File: config.mk
export PLATFORM = sky130hd
export DESIGN_NAME = load_use_stall
export DESIGN_NICKNAME = d
export VERILOG_FILES = /design/src/rtl/load_use_stall.sv
export SDC_FILE = /design/constraint.sdc
export NUM_CORES = 1
export LEC_CHECK = 0
export BUFFER_PORTS_ARGS = -buffer_cell sky130_fd_sc_hd__buf_2
export CELL_PAD_IN_SITES_DETAIL_PLACEMENT = 0
export CELL_PAD_IN_SITES_GLOBAL_PLACEMENT = 1
export CORE_MARGIN = 2
export CORE_UTILIZATION = 38
export DETAILED_ROUTE_END_ITERATION = 10
export GPL_ROUTABILITY_DRIVEN = 0
export HOLD_SLACK_MARGIN = 0.02
export PLACE_DENSITY = 0.81
export SYNTH_ARGS = -nofsm -noshare
export SYNTH_HDL_FRONTEND = slang
export SYNTH_SLANG_ARGS = --single-unit
File: constraint.sdc
create_clock -name clk -period 5.8 [get_ports clk]
set_clock_uncertainty 0.2 [all_clocks]
set_input_delay 0.87 -clock clk [delete_from_list [all_inputs] [get_ports clk]]
set_output_delay 0.87 -clock clk [all_outputs]
set_load 0.05 [all_outputs]
File: src/rtl/load_use_stall.sv
// Decode-stage load-use hazard controller: freezes IF/ID and bubbles ID/EX for LOAD_LAT cycles
// when the execute instruction is a load feeding decode; otherwise registers the rs/rt forward selects.
module load_use_stall #(
    parameter int LOAD_LAT = 1,
    parameter int CNT_W    = 16
) (
    input  logic             clk,
    input  logic             rst,
    input  logic             id_valid,
    input  logic             ex_valid,
    input  logic [15:0]      ex_inst,
    input  logic             forward,
    input  logic             src,
    input  logic             flush,
    input  logic             mem_busy,
    output logic             stall_if,
    output logic             bubble_ex,
    output logic             fwd_rs_q,
    output logic             fwd_rt_q,
    output logic [CNT_W-1:0] stall_events
);

    typedef enum logic {
        RUN   = 1'b0,
        STALL = 1'b1
    } state_t;

    localparam logic [4:0] OP_LOAD  = 5'b10001;
    // The hazard cycle itself is the first bubble, so STALL covers the remaining LOAD_LAT-1.
    localparam logic [1:0] CNT_INIT = (LOAD_LAT > 1) ? 2'(LOAD_LAT - 2) : 2'd0;

    state_t           state_q, state_d;
    logic [1:0]       cnt_q, cnt_d;
    logic             fwd_rs_d, fwd_rt_d;
    logic [CNT_W-1:0] events_q, events_d;
    logic             hazard;
    logic             stall_raw, bubble_raw;
    logic             unused_inst;

    assign unused_inst = ^ex_inst[10:0];
    assign hazard      = id_valid & ex_valid & forward & (ex_inst[15:11] == OP_LOAD);

    always_comb begin
        state_d    = state_q;
        cnt_d      = cnt_q;
        stall_raw  = 1'b0;
        bubble_raw = 1'b0;
        if (flush) begin
            state_d = RUN;
            cnt_d   = 2'd0;
        end else if (mem_busy) begin
            stall_raw = 1'b1;
        end else begin
            case (state_q)
                RUN: begin
                    if (hazard) begin
                        stall_raw  = 1'b1;
                        bubble_raw = 1'b1;
                        if (LOAD_LAT > 1) begin
                            state_d = STALL;
                            cnt_d   = CNT_INIT;
                        end
                    end
                end
                STALL: begin
                    stall_raw  = 1'b1;
                    bubble_raw = 1'b1;
                    if (cnt_q == 2'd0) begin
                        state_d = RUN;
                    end else begin
                        cnt_d = cnt_q - 2'd1;
                    end
                end
                default: begin
                    state_d = RUN;
                    cnt_d   = 2'd0;
                end
            endcase
        end
    end

    always_comb begin
        fwd_rs_d = fwd_rs_q;
        fwd_rt_d = fwd_rt_q;
        events_d = events_q;
        if (flush) begin
            fwd_rs_d = 1'b0;
            fwd_rt_d = 1'b0;
        end else if (!mem_busy) begin
            if (bubble_raw) begin
                fwd_rs_d = 1'b0;
                fwd_rt_d = 1'b0;
            end else begin
                fwd_rs_d = id_valid & forward & ~src;
                fwd_rt_d = id_valid & forward & src;
            end
        end
        if (bubble_raw && (events_q != {CNT_W{1'b1}})) begin
            events_d = events_q + CNT_W'(1);
        end
    end

    always_ff @(posedge clk or negedge rst) begin
        if (!rst) begin
            state_q  <= RUN;
            cnt_q    <= 2'd0;
            fwd_rs_q <= 1'b0;
            fwd_rt_q <= 1'b0;
            events_q <= '0;
        end else begin
            state_q  <= state_d;
            cnt_q    <= cnt_d;
            fwd_rs_q <= fwd_rs_d;
            fwd_rt_q <= fwd_rt_d;
            events_q <= events_d;
        end
    end

    // Reset masks the combinational controls so nothing stalls while the core is held.
    assign stall_if     = stall_raw & rst;
    assign bubble_ex    = bubble_raw & rst;
    assign stall_events = events_q;

endmodule

==> impl_results.md <==
* Postcts setup bufs at 0
* Leakage dissipation at 0.6912 nW
* Post-synth EDFFs at 0
* Die H at 58.29 microns
* Starting DRC count in detailed routing at 18
* Worst-path fanout max at 6
* Worst Hold Class: primary input to async pin
* Mapped cell area at 1120 sq um
* Synth Flop Type: dfrtp_1
* WHS at 0.2903 ns
* Total grt overflow at 0
* Max Clock Freq at 0.3098 GHz
* Antenna Cells at 0
* Clock-pin slew on the worst setup and hold paths at 0.13 ns
* Clock root buffer master: clkbuf_4
* Reg area at 525.5 sq um
* Endpoints failing setup at 0
* Critical path arrival at 2.16 ns
* Largest vdd supply drop at 0.1235 mV
* Initial core utilization at 40.26%
* Die Width at 58.29 microns
* GRT Overall Usage at 15.18%
* Post-synthesis cell type count at 32
* H-tree levels at 1
* Post-synth ARST share at 100.0%
* Largest net degree at the start of global routing at 24
* CTS resizes at 0
* Final Cycle Share at 55.65%
* Core box area at 2781 sq um
* Main area contributors after synthesis: dfrtp_1 (47%), xor2_1 (6.3%), nor2_1 (4.0%)
* Initial antenna violation count at 0
* Filler instances at 254
* Most common cell in the netlist: dfrtp_1
* Syn Nets at 132
* Row cnt at 19
* Share of post-route cells with drive strength above 1 at 33.10%
* Clk_lat worst skew at 0.32 ns
* 1st-pass router iterations at 4
* Fin. max-slew vios at 0
* Full die area at 3397 sq um
* FF+latch count, synth at 21
* RSZ-0062 raised after global routing: false
* R2r endpoint: stall_events[1]
* CTS tree: built
* First-pass GRT wire length at 4002 microns
* MaxCap Viol Count at 0
* WS Path Type: primary input to primary output
* Buffers on Ports at 32
* Longest Clk Path Bufs at 2
* Area Growth Syn to Fin at 20.22%
* Final Hold Fails at 0
* TNS Setup at 0 ns
* Mapped Avg Cell Area at 10.56 sq um
* I/O pins at 44
* Vias in the first global route at 922
* Multi-input gate area at 586.8 sq um
* Vias at 918
* Slew margin rel. at 67.60%
* Status: complete, no violations
* Worst Reg2Reg Path Length in Cells at 5
* Most area-hungry cell type in the Yosys netlist: dfrtp_1
* Hold_buf cts at 0
* Slew @ Worst Pin at 0.4860 ns
* Routed length per instance at 13.05 microns
* Inserted Clock Buffers at 3
* CP Capture Type: primary output
* Worst reg2reg startpoint: stall_events[0]
* P per Cell Area at 177.1 nW/um^2
* Crit start category: primary input
* DPL Wire Length at 1704 microns
* Antenna Nets Post-Route at 0
* Cells after Synth at 106
* Seq/Total Area, Yosys at 46.93%
* CTS sink count at 21
* Synth warn at 0
* Fin crit period at 3.227 ns
* Via density at 5.306
* Drc violations at 0
* Nets at 169
* Share of the synthesized area in the top cell type at 46.93%
* Final WL at 2258 microns
* Post-synth top cells: dfrtp_1 (21), nor2_1 (12), nand2_1 (8), xor2_1 (8)
* Req. time, crit path at 4.73 ns
* Reg2reg setup slack at 3.64 ns
## routing by layer
layer	track usage (%)	vias up	part of all wire, %
met5	0	-	0
met3	5.580	2	7.2
met1	21.39	432	49
li1	-	455	-
met2	22.47	29	44
met4	2.990	0	0.58
## logic make-up (layout without fill, tap and decap cells)
group | after synthesis | count (layout) | share of synthesized area, %
buf+inv | 2 | 38 | 0.6706
fa+ha+maj | 2 | 2 | 2.234
mux | 2 | 2 | 2.682
simple gates | 58 | 58 | 31.51
xor+xnor | 13 | 13 | 10.17
compound gates | 8 | 8 | 5.811
flops | 21 | 21 | 46.93
## sequential cells by signal, summed over array words and instances (netlist names)
| signal | count |
|---|---|
| cnt_q | 2 |
| fwd_rs_q | 1 |
| fwd_rt_q | 1 |
| stall_events | 16 |
| state_q | 1 |
## stage by stage
step	utilization [%]	area (sq um)	std cells	total power, W	setup WS, ns
after floorplan	-	1120	106	0.0001580	2.126
after global placement	47.41	1319	169	0.0001682	2.553
after detailed placement	47.41	1319	169	0.0001686	2.558
after CTS	48.40	1346	173	0.0002426	2.552
after global routing	48.40	1346	173	0.0002514	2.422
final	48.40	1346	173	0.0002385	2.573
## worst max-delay path, stage by stage
cell and delay [ns]:
buf_2 0.11, nor4b_4 0.31, a41oi_2 0.24, nor2_1 0.22, and2_1 0.14, buf_2 0.26
## report_power, final
part / leakage [nW] / switching, W / internal [W]
registers: 0.293 / 0.000000560 / 0.000147
logic: 0.380 / 0.0000116 / 0.00000620
clock network: 0.0177 / 0.0000473 / 0.0000258
## cell usage in the layout (no fill, tap or decap), types with 2 or more instances in the layout
cell type  synthesis  final
nand4_1            7      7
and3_1             3      3
dfrtp_1           21     21
and2_1             2      2
xnor2_1            5      5
ha_1               2      2
xor2_1             8      8
nor2_1            12     12
a31oi_1            2      2
nor3b_1            3      3
nor3_1             4      4
buf_2              0     32
mux2_4             2      2
nand3_1            7      7
clkbuf_4           0      3
a21oi_1            2      2
inv_1              2      2
nand2_1            8      8
## layout make-up
type / instances / area share (%)
Tap cell: 31 / 2.881
Clock inverter: 1 / 0.3717
Timing Repair Buffer: 32 / 11.90
Clock buffer: 3 / 1.673
Sequential cell: 21 / 39.03
Inverter: 2 / 0.5576
Multi-Input combinational cell: 83 / 43.59
## how the worst max path moves through the flow
stage,slack [ns],to,from
4_1_cts,2.55,bubble_ex,ex_inst[12]
3_3_place_gp,2.55,bubble_ex,ex_inst[12]
5_1_grt,2.42,bubble_ex,ex_inst[12]
6_report,2.57,bubble_ex,ex_inst[12]
2_1_floorplan,2.13,stall_if,ex_inst[12]
3_5_place_dp,2.56,bubble_ex,ex_inst[12]
Power figures use the tool's default switching activity.
